--- src/rtl/load_store_unit.sv ---
// Load/store unit: turns byte-addressed RV32 loads/stores into single word accesses on a
// word-addressed memory, runs the ren/wen/ready handshake, aligns load data and flags faults.
module load_store_unit #(
    parameter int MEM_WORDS  = 1024,
    parameter int WADDR_BITS = 30,
    parameter int TIMEOUT    = 64
) (
    input  logic                  clk_i,
    input  logic                  reset_i,
    input  logic                  cpu_req_i,
    input  logic                  cpu_we_i,
    input  logic [2:0]            cpu_funct3_i,
    input  logic [31:0]           cpu_addr_i,
    input  logic [31:0]           cpu_wdata_i,
    output logic [31:0]           cpu_rdata_o,
    output logic                  cpu_done_o,
    output logic                  cpu_stall_o,
    output logic                  cpu_err_o,
    output logic [1:0]            cpu_err_cause_o,
    output logic [WADDR_BITS-1:0] mem_addr_o,
    output logic                  mem_ren_o,
    output logic                  mem_wen_o,
    output logic [31:0]           mem_wdata_o,
    output logic [3:0]            mem_byte_sel_o,
    input  logic [31:0]           mem_rdata_i,
    input  logic                  mem_ready_i
);
    localparam int TW = $clog2(TIMEOUT + 1);

    localparam logic [1:0] S_IDLE  = 2'd0;
    localparam logic [1:0] S_ISSUE = 2'd1;
    localparam logic [1:0] S_WAIT  = 2'd2;
    localparam logic [1:0] S_DONE  = 2'd3;

    logic [1:0]            state_q, state_d;
    logic [WADDR_BITS-1:0] mem_addr_q, mem_addr_d;
    logic                  mem_ren_q, mem_ren_d;
    logic                  mem_wen_q, mem_wen_d;
    logic [31:0]           mem_wdata_q, mem_wdata_d;
    logic [3:0]            byte_sel_q, byte_sel_d;
    logic [31:0]           rdata_q, rdata_d;
    logic                  err_q, err_d;
    logic [1:0]            cause_q, cause_d;
    logic [TW-1:0]         timer_q, timer_d;
    logic [2:0]            funct3_q, funct3_d;
    logic [1:0]            lane_q, lane_d;

    logic                  illegal_size, misaligned, out_of_range;
    logic [3:0]            req_sel;
    logic [31:0]           req_wdata;
    logic [7:0]            ld_byte;
    logic [15:0]           ld_half;
    logic [31:0]           ld_data;

    // Request decode; funct3[1:0] encodes the access size for every legal code.
    always_comb begin
        if (cpu_we_i) begin
            illegal_size = cpu_funct3_i > 3'b010;
        end else begin
            illegal_size = (cpu_funct3_i == 3'b011) || (cpu_funct3_i[2:1] == 2'b11);
        end
        misaligned = ((cpu_funct3_i[1:0] == 2'b01) && cpu_addr_i[0]) ||
                     ((cpu_funct3_i[1:0] == 2'b10) && (cpu_addr_i[1:0] != 2'b00));
        out_of_range = {2'b00, cpu_addr_i[31:2]} >= 32'(MEM_WORDS);
        case (cpu_funct3_i[1:0])
            2'b00: begin
                req_sel   = 4'b0001 << cpu_addr_i[1:0];
                req_wdata = {4{cpu_wdata_i[7:0]}};
            end
            2'b01: begin
                req_sel   = cpu_addr_i[1] ? 4'b1100 : 4'b0011;
                req_wdata = {2{cpu_wdata_i[15:0]}};
            end
            default: begin
                req_sel   = 4'b1111;
                req_wdata = cpu_wdata_i;
            end
        endcase
    end

    // Load alignment uses the lane and size captured at request time, not the live CPU inputs.
    always_comb begin
        case (lane_q)
            2'd0:    ld_byte = mem_rdata_i[7:0];
            2'd1:    ld_byte = mem_rdata_i[15:8];
            2'd2:    ld_byte = mem_rdata_i[23:16];
            default: ld_byte = mem_rdata_i[31:24];
        endcase
        ld_half = lane_q[1] ? mem_rdata_i[31:16] : mem_rdata_i[15:0];
        case (funct3_q)
            3'b000:  ld_data = {{24{ld_byte[7]}}, ld_byte};
            3'b100:  ld_data = {24'd0, ld_byte};
            3'b001:  ld_data = {{16{ld_half[15]}}, ld_half};
            3'b101:  ld_data = {16'd0, ld_half};
            default: ld_data = mem_rdata_i;
        endcase
    end

    always_comb begin
        state_d     = state_q;
        mem_addr_d  = mem_addr_q;
        mem_ren_d   = mem_ren_q;
        mem_wen_d   = mem_wen_q;
        mem_wdata_d = mem_wdata_q;
        byte_sel_d  = byte_sel_q;
        rdata_d     = rdata_q;
        err_d       = err_q;
        cause_d     = cause_q;
        timer_d     = timer_q;
        funct3_d    = funct3_q;
        lane_d      = lane_q;
        case (state_q)
            S_IDLE: begin
                if (cpu_req_i) begin
                    funct3_d = cpu_funct3_i;
                    lane_d   = cpu_addr_i[1:0];
                    if (illegal_size || misaligned || out_of_range) begin
                        err_d   = 1'b1;
                        cause_d = illegal_size ? 2'b00 : (misaligned ? 2'b01 : 2'b10);
                        state_d = S_DONE;
                    end else begin
                        mem_addr_d  = cpu_addr_i[WADDR_BITS+1:2];
                        byte_sel_d  = req_sel;
                        mem_wdata_d = req_wdata;
                        mem_ren_d   = ~cpu_we_i;
                        mem_wen_d   = cpu_we_i;
                        state_d     = S_ISSUE;
                    end
                end
            end
            S_ISSUE: begin
                mem_ren_d = 1'b0;
                mem_wen_d = 1'b0;
                timer_d   = '0;
                if (mem_wen_q) begin
                    err_d   = 1'b0;
                    cause_d = 2'b00;
                    state_d = S_DONE;
                end else begin
                    state_d = S_WAIT;
                end
            end
            S_WAIT: begin
                if (mem_ready_i) begin
                    rdata_d = ld_data;
                    err_d   = 1'b0;
                    cause_d = 2'b00;
                    state_d = S_DONE;
                end else if (timer_q == TW'(TIMEOUT - 1)) begin
                    rdata_d = '0;
                    err_d   = 1'b1;
                    cause_d = 2'b11;
                    state_d = S_DONE;
                end else begin
                    timer_d = timer_q + TW'(1);
                end
            end
            default: state_d = S_IDLE;
        endcase
    end

    always_ff @(posedge clk_i or posedge reset_i) begin
        if (reset_i) begin
            state_q     <= S_IDLE;
            mem_addr_q  <= '0;
            mem_ren_q   <= 1'b0;
            mem_wen_q   <= 1'b0;
            mem_wdata_q <= '0;
            byte_sel_q  <= '0;
            rdata_q     <= '0;
            err_q       <= 1'b0;
            cause_q     <= 2'b00;
            timer_q     <= '0;
            funct3_q    <= '0;
            lane_q      <= '0;
        end else begin
            state_q     <= state_d;
            mem_addr_q  <= mem_addr_d;
            mem_ren_q   <= mem_ren_d;
            mem_wen_q   <= mem_wen_d;
            mem_wdata_q <= mem_wdata_d;
            byte_sel_q  <= byte_sel_d;
            rdata_q     <= rdata_d;
            err_q       <= err_d;
            cause_q     <= cause_d;
            timer_q     <= timer_d;
            funct3_q    <= funct3_d;
            lane_q      <= lane_d;
        end
    end

    assign cpu_done_o      = (state_q == S_DONE);
    assign cpu_stall_o     = cpu_req_i & ~cpu_done_o;
    assign cpu_rdata_o     = rdata_q;
    assign cpu_err_o       = err_q;
    assign cpu_err_cause_o = cause_q;
    assign mem_addr_o      = mem_addr_q;
    assign mem_ren_o       = mem_ren_q;
    assign mem_wen_o       = mem_wen_q;
    assign mem_wdata_o     = mem_wdata_q;
    assign mem_byte_sel_o  = byte_sel_q;

endmodule

--- config.mk ---
export PLATFORM = sky130hd
export DESIGN_NAME = load_store_unit
export DESIGN_NICKNAME = d
export VERILOG_FILES = /design/src/rtl/load_store_unit.sv
export SDC_FILE = /design/constraint.sdc
export NUM_CORES = 1
export LEC_CHECK = 0
export BUFFER_PORTS_ARGS = -buffer_cell sky130_fd_sc_hd__buf_4
export CORE_ASPECT_RATIO = 0.8
export CORE_UTILIZATION = 27
export CTS_BUF_LIST = sky130_fd_sc_hd__clkbuf_4 sky130_fd_sc_hd__clkbuf_8
export DETAILED_ROUTE_END_ITERATION = 12
export GPL_ROUTABILITY_DRIVEN = 0
export HOLD_SLACK_MARGIN = 0.06
export SYNTH_ARGS = -nofsm -noshare
export SYNTH_HDL_FRONTEND = slang
export SYNTH_SLANG_ARGS = --single-unit
--- constraint.sdc ---
create_clock -name clk_i -period 5 [get_ports clk_i]
set_input_delay 0.25 -clock clk_i [delete_from_list [all_inputs] [get_ports clk_i]]
set_output_delay 0.25 -clock clk_i [all_outputs]
set_load 0.03 [all_outputs]
==> flow_metrics.py, run 1 <==
metrics = {
    "detailed_routing": {
        "first_pass_iters": 9,
        "vias": 4735,
        "post_drt_wl_per_cell_um": 17.3,
        "drc": 16,
        "viasPerCell": 4.77,
        "ant_nets": 0,
        "drt_iter0_drc": 368,
        "routed_wl_mm": 17.1,
    },
    "synthesis": {
        "ys_types": 53,
        "ys_ff_latch": 117,
        "syn_area_um2": 5810,
        "synth_edf_count": 0,
        "synth.area.top_cells": "dfrtp_1 (50%), mux2_4 (12%), mux2_2 (4.1%)",
        "synth_ff_type": "dfrtp_1",
        "yosysSeqAreaShare": 0.504,
        "avgSynthCellArea_um2": 12.2,
        "synthCells": 475,
        "yosys_warnings": 0,
        "synth_top_area_cell": "dfrtp_1",
        "synthesis.nets": 584,
        "synthDominantCellAreaShare": 0.504,
        "synthArstFlopShare": 1.00,
    },
    "min_path": {
        "holdCritPathClass": "primary input to flop",
    },
    "timing": {
        "tightest_slew_ns": 0.900,
        "setup_ws_ns": 2.14,
        "tns_ns": 0,
        "clock_skew_ns": 0.0141,
        "period_share": 0.572,
        "max_freq_ghz": 0.350,
        "setup_viol": 0,
        "finalMaxSlewViolations": 0,
        "finalCriticalPeriod_ns": 2.86,
        "relSlewSlack": 0.395,
        "rsz0062_at_grt": "false",
        "hold_viol": 0,
    },
    "critical_path": {
        "path_class": "flop to flop",
        "crit_path_cell_trace": "inv_1 > ha_1 > nand2_1 > nor2b_4 > buf_4 > mux2_4",
        "cpMaxStageDelayCell": "nor2b_4",
        "worst-endpoint-required_ns": 5.33,
        "cp-end-kind": "flop",
        "reg2reg_from": "state_q[0]",
        "crit_path_start_kind": "flop",
        "worst_r2r_endpoint": "mem_wdata_o[27]",
        "worstRegToRegCells": 6,
        "worstPathMaxFanout": 27,
        "cp.arrival_ns": 3.19,
        "crit_start": "state_q[0]",
        "slowest_delay_ns": 0.75,
        "r2r_slack_ns": 2.14,
        "endpoint": "mem_wdata_o[27]",
    },
    "clock_network": {
        "cts_buffers": 17,
        "ctsHoldBuffers": 30,
        "cts_buffer_depth": 2,
        "post_cts_buffers": 0,
        "clk_pin_slew_ns": 0.08,
        "insertion_delay_ns": 0.44,
        "root_buffer": "clkbuf_8",
        "cts_tree": "done",
        "cts_resized": 0,
        "clock_sinks": 117,
        "h-tree-depth": 4,
    },
    "floorplan": {
        "num_io_pins": 209,
        "die_w_um": 166,
        "start_util": 0.279,
        "row_count": 47,
        "core_area_um2": 20900,
        "dieArea_um2": 22100,
        "die_h_um": 133,
    },
    "global_route": {
        "grt_first_pass_wirelength_mm": 27.0,
        "grt_usage": 0.157,
        "grt_pass1_vias": 4838,
        "grt_max_degree": 67,
        "antenna_found_initial": 0,
        "grt-ovfl-total": 0,
    },
    "cells_and_area": {
        "drive_above_1_share": 0.443,
        "area_growth_pct": 42.8,
        "diodes": 0,
        "final_nets": 819,
    },
    "outcome": {
        "violations": "DRC",
        "status": "finished, violations left",
    },
    "flow_run": {
        "maxCapViolCount": 0,
    },
    "power": {
        "power_leakage_nw": 4.16,
        "finalPower_mw": 3.59,
        "power_per_cell_area_nw_per_um2": 433,
        "worst_ir_drop_vdd_uv": 148,
    },
    "place": {
        "dpl_worst_slack_ns": 2.06,
        "dpl.hpwl_mm": 12.1,
        "port_buffers": 208,
    },
}
per-layer routing:
layer	global-route usage	part of all wire	routed length, µm
met1	0.210	0.46	7960
met2	0.239	0.43	7420
met3	0.0550	0.088	1500
met4	0.0462	0.015	256
met5	0	0	0
cells by family after synthesis:
family | Yosys count | synth area share
simple gates | 119 | 0.111
flops | 117 | 0.504
compound gates | 95 | 0.122
mux | 90 | 0.201
buf+inv | 47 | 0.0480
fa+ha+maj | 5 | 0.0108
xor+xnor | 2 | 0.00301
flip-flops by register name, indices dropped and copies added (netlist names), 2 cells and up:
name and flops:
cpu_err_cause_o 2, cpu_rdata_o 32, funct3_q 3, lane_q 2, mem_addr_o 30, mem_byte_sel_o 4
mem_wdata_o 32, state_q 2, timer_q 7
report_power, final:
| group | leakage, nW | total [mW] | internal (mW) | switching [mW] |
|---|---|---|---|---|
| Sequential | 1.57 | 1.29 | 1.11 | 0.184 |
| Combinational | 2.36 | 1.30 | 0.554 | 0.746 |
| Clock | 0.224 | 0.997 | 0.562 | 0.435 |
how the worst min path moves through the flow:
stage	startpoint	depth (start not counted)	endpoint	slack [ns]
floorplan	mem_rdata_i[16]	1	cpu_rdata_o[16]	0.40
global placement	cpu_rdata_o[6]	2	cpu_rdata_o[6]	0.46
detailed placement	cpu_rdata_o[5]	2	cpu_rdata_o[5]	0.46
CTS	mem_rdata_i[24]	2	cpu_rdata_o[24]	0.06
global route	cpu_wdata_i[1]	2	mem_wdata_o[1]	0.07
finish	mem_rdata_i[29]	2	cpu_rdata_o[29]	0.08
through the flow:
step	cells	util	cell area [µm²]	hold WS [ns]
global placement	929	0.361	7540	0.455
global route	992	0.398	8300	0.0669
floorplan	475	-	5810	0.395
finish	992	0.398	8300	0.0844
CTS	991	0.397	8290	0.0609
detailed placement	929	0.361	7540	0.459
final cells by class:
type,instances,area [µm²]
Inverter,20,77.6
Multi-Input combinational cell,311,2610
Clock inverter,14,199
Fill cell,2026,12600
Clock buffer,18,248
Timing Repair Buffer,243,1900
Tap cell,269,337
Sequential cell,117,2930
cells in the final DEF (no fill, tap or decap), drive strengths merged, types with 5 or more instances in the layout:
cell type / count
nand2: 43
dlygate4sd3: 31
nor4: 8
a21o: 7
nor2b: 25
ha: 5
a221oi: 11
clkinv: 6
nand3: 7
buf: 212
a22o: 5
o21ai: 23
dfrtp: 117
nand2b: 11
a21oi: 11
mux2: 68
clkbuf: 18
mux2i: 21
nor2: 11
inv: 23
nor3: 5
a221o: 18
worst max-delay path: cells and delay by family (launching register included):
| family | cells | cell delay [ns] |
|---|---|---|
| adder cells (fa/ha/maj) | 1 | 0.27 |
| buffers and inverters | 2 | 0.61 |
| flip-flops | 1 | 0.42 |
| multiplexers | 1 | 0.34 |
| AND/OR/NAND/NOR | 2 | 1.09 |
cells in the mapped netlist, types with 2 or more instances:
master	count
dfrtp_1	117
mux2_4	46
nand2_1	43
nor2b_1	24
mux2_2	21
mux2i_1	21
inv_1	20
o21ai_0	19
a221o_1	18
clkbuf_1	14
a221oi_1	11
nand2b_1	11
nor2_1	11
a21oi_1	10
a21o_1	7
nor4_1	7
nand3_1	6
a22o_1	5
ha_1	5
nor3_1	5
buf_12	4
o21ai_1	4
o21bai_1	4
o221ai_1	4
o22ai_1	4
buf_2	3
buf_6	3
buf_1	2
xor2_1	2
No activity file was read; power rests on OpenSTA's default activity.
==> run 2, diff against run 1 <==
- clock period: 5 -> 2.4 ns (I/O delays scaled with it)
==> run 2 against run 1 <==
Net effect: final cell count grew 5.1%; non-clock buffer count grew 52; die area is the same; combinational power grew 130%; critical endpoint is now mem_wdata_o[19]; cell area grew 6.0%; first-iteration DRC count shrank 1.4%; sequential power grew 100%; the flow still finishes with violations (DRC); clock skew grew 0.0054 ns.
==> flow_metrics.py, run 2 (synthesized netlist as in run 1, its figures left out) <==
metrics = {
    "cells_and_area": {
        "fin_util": 0.421,
        "diodes": 0,
        "layout_commonest_cell": "buf_4",
        "area_growth_pct": 51.3,
        "fill_cells": 1975,
        "drive_above_1_share": 0.426,
        "layout_common_cells": "buf_4 (220), dfrtp_1 (117), dlygate4sd3_1 (72), mux2_4 (46), nand2_1 (43)",
        "final_nets": 871,
    },
    "timing": {
        "setup_viol": 0,
        "hold_viol": 0,
        "rsz0062_at_grt": "false",
        "max_freq_ghz": 0.475,
        "tightest_slew_ns": 0.663,
        "finalCriticalPeriod_ns": 2.11,
        "relSlewSlack": 0.558,
        "tns_ns": 0,
        "clock_skew_ns": 0.0195,
        "period_share": 0.878,
        "finalMaxSlewViolations": 0,
    },
    "clock_network": {
        "insertion_delay_ns": 0.44,
        "root_buffer": "clkbuf_8",
        "cts_buffer_depth": 2,
        "cts_resized": 0,
        "cts_buffers": 17,
        "clock_sinks": 117,
        "clk_pin_slew_ns": 0.08,
        "cts_tree": "done",
        "h-tree-depth": 4,
    },
    "place": {
        "port_buffers": 208,
        "dpl.hpwl_mm": 12.2,
    },
    "global_route": {
        "grt_pass1_vias": 5087,
        "grt_usage": 0.166,
        "grt_max_degree": 118,
        "antenna_found_initial": 0,
        "grt_first_pass_wirelength_mm": 28.3,
        "grt-ovfl-total": 0,
    },
    "critical_path": {
        "path_class": "primary input to flop",
        "r2r_slack_ns": 0.34,
        "worstPathMaxFanout": 36,
        "worstRegToRegCells": 6,
        "worst-endpoint-required_ns": 2.72,
        "worst_r2r_endpoint": "cpu_err_o",
        "crit_start": "cpu_addr_i[3]",
        "reg2reg_from": "timer_q[0]",
        "crit_path_start_kind": "primary input",
        "cp-end-kind": "flop",
        "cp.arrival_ns": 2.43,
    },
    "min_path": {
        "min_delay_path_depth": 4,
        "holdPathEnd": "cpu_rdata_o[9]",
        "holdCritPathClass": "primary input to flop",
        "hold_path_startpoint": "mem_rdata_i[9]",
    },
    "power": {
        "power_leakage_nw": 4.36,
        "worst_ir_drop_vdd_uv": 311,
        "power_per_cell_area_nw_per_um2": 849,
    },
    "flow_run": {
        "maxCapViolCount": 0,
    },
    "detailed_routing": {
        "dr.max_layer_used": "met4",
        "drc": 15,
        "met3RoutedLength_mm": 1.37,
        "wl_met2_mm": 7.82,
        "first_pass_iters": 11,
        "viasPerCell": 4.66,
        "drt_iter0_drc": 363,
        "drt-met1-wl_mm": 8.35,
        "routed_wl_mm": 17.8,
        "vias": 4863,
        "ant_nets": 0,
        "post_drt_wl_per_cell_um": 17.1,
    },
    "floorplan": {
        "start_util": 0.279,
        "num_io_pins": 209,
        "die_w_um": 166,
        "row_count": 47,
        "die_h_um": 133,
        "dieArea_um2": 22100,
        "core_area_um2": 20900,
    },
    "outcome": {
        "status": "finished, violations left",
        "violations": "DRC",
    },
}
run 2: worst max path at each step:
| stage | cells past startpoint | end |
|---|---|---|
| floorplan | 6 | cpu_err_o |
| global placement | 7 | mem_wdata_o[13] |
| detailed placement | 7 | mem_wdata_o[19] |
| CTS | 8 | mem_wdata_o[19] |
| global route | 8 | mem_wdata_o[29] |
| finish | 8 | mem_wdata_o[19] |
run 2: timing repair:
item	in CTS	in global routing
setup buffers	0	0
endpoints found under the hold margin	189	0
hold buffers	72	0
run 2: cell type report:
cell class	instances	area [µm²]	area share
clock buffers	17	234	0.0266
clock inverters	14	178	0.0202
inverters	20	78.8	0.00896
multi-input cells	311	2610	0.297
flip-flops and latches	117	2930	0.333
well taps	269	337	0.0383
repair buffers	295	2430	0.276
run 2: power by group:
part | internal (mW) | switching [mW] | total, mW
Sequential | 2.32 | 0.287 | 2.60
Clock | 1.03 | 0.898 | 1.93
Combinational | 1.26 | 1.68 | 2.94
Total | 4.60 | 2.87 | 7.47
run 2: per-layer routing:
metal,vias up,GRT usage
met5,-,0
li1,2307,-
met2,200,0.251
met4,0,0.0592
met1,2337,0.224
met3,19,0.0523
run 2: through the flow:
step / instance area (µm²) / hold WS [ns] / total power, mW / worst slack, ns / cells
2_1_floorplan: 5820 / 0.265 / 4.42 / 0.487 / 475
3_3_place_gp: 7670 / 0.362 / 5.45 / 0.283 / 940
3_5_place_dp: 7670 / 0.367 / 5.48 / 0.289 / 940
4_1_cts: 8800 / 0.0718 / 7.55 / 0.329 / 1043
5_1_grt: 8800 / 0.0845 / 7.94 / 0.204 / 1043
6_report: 8800 / 0.118 / 7.47 / 0.293 / 1043
run 2: critical path, stage by stage:
cell and delay (ns):
dlygate4sd3_1 0.53, buf_4 0.14, nor4_1 0.51, nand3_1 0.17
and4bb_4 0.27, nor2b_4 0.15, buf_12 0.20, mux2_4 0.33
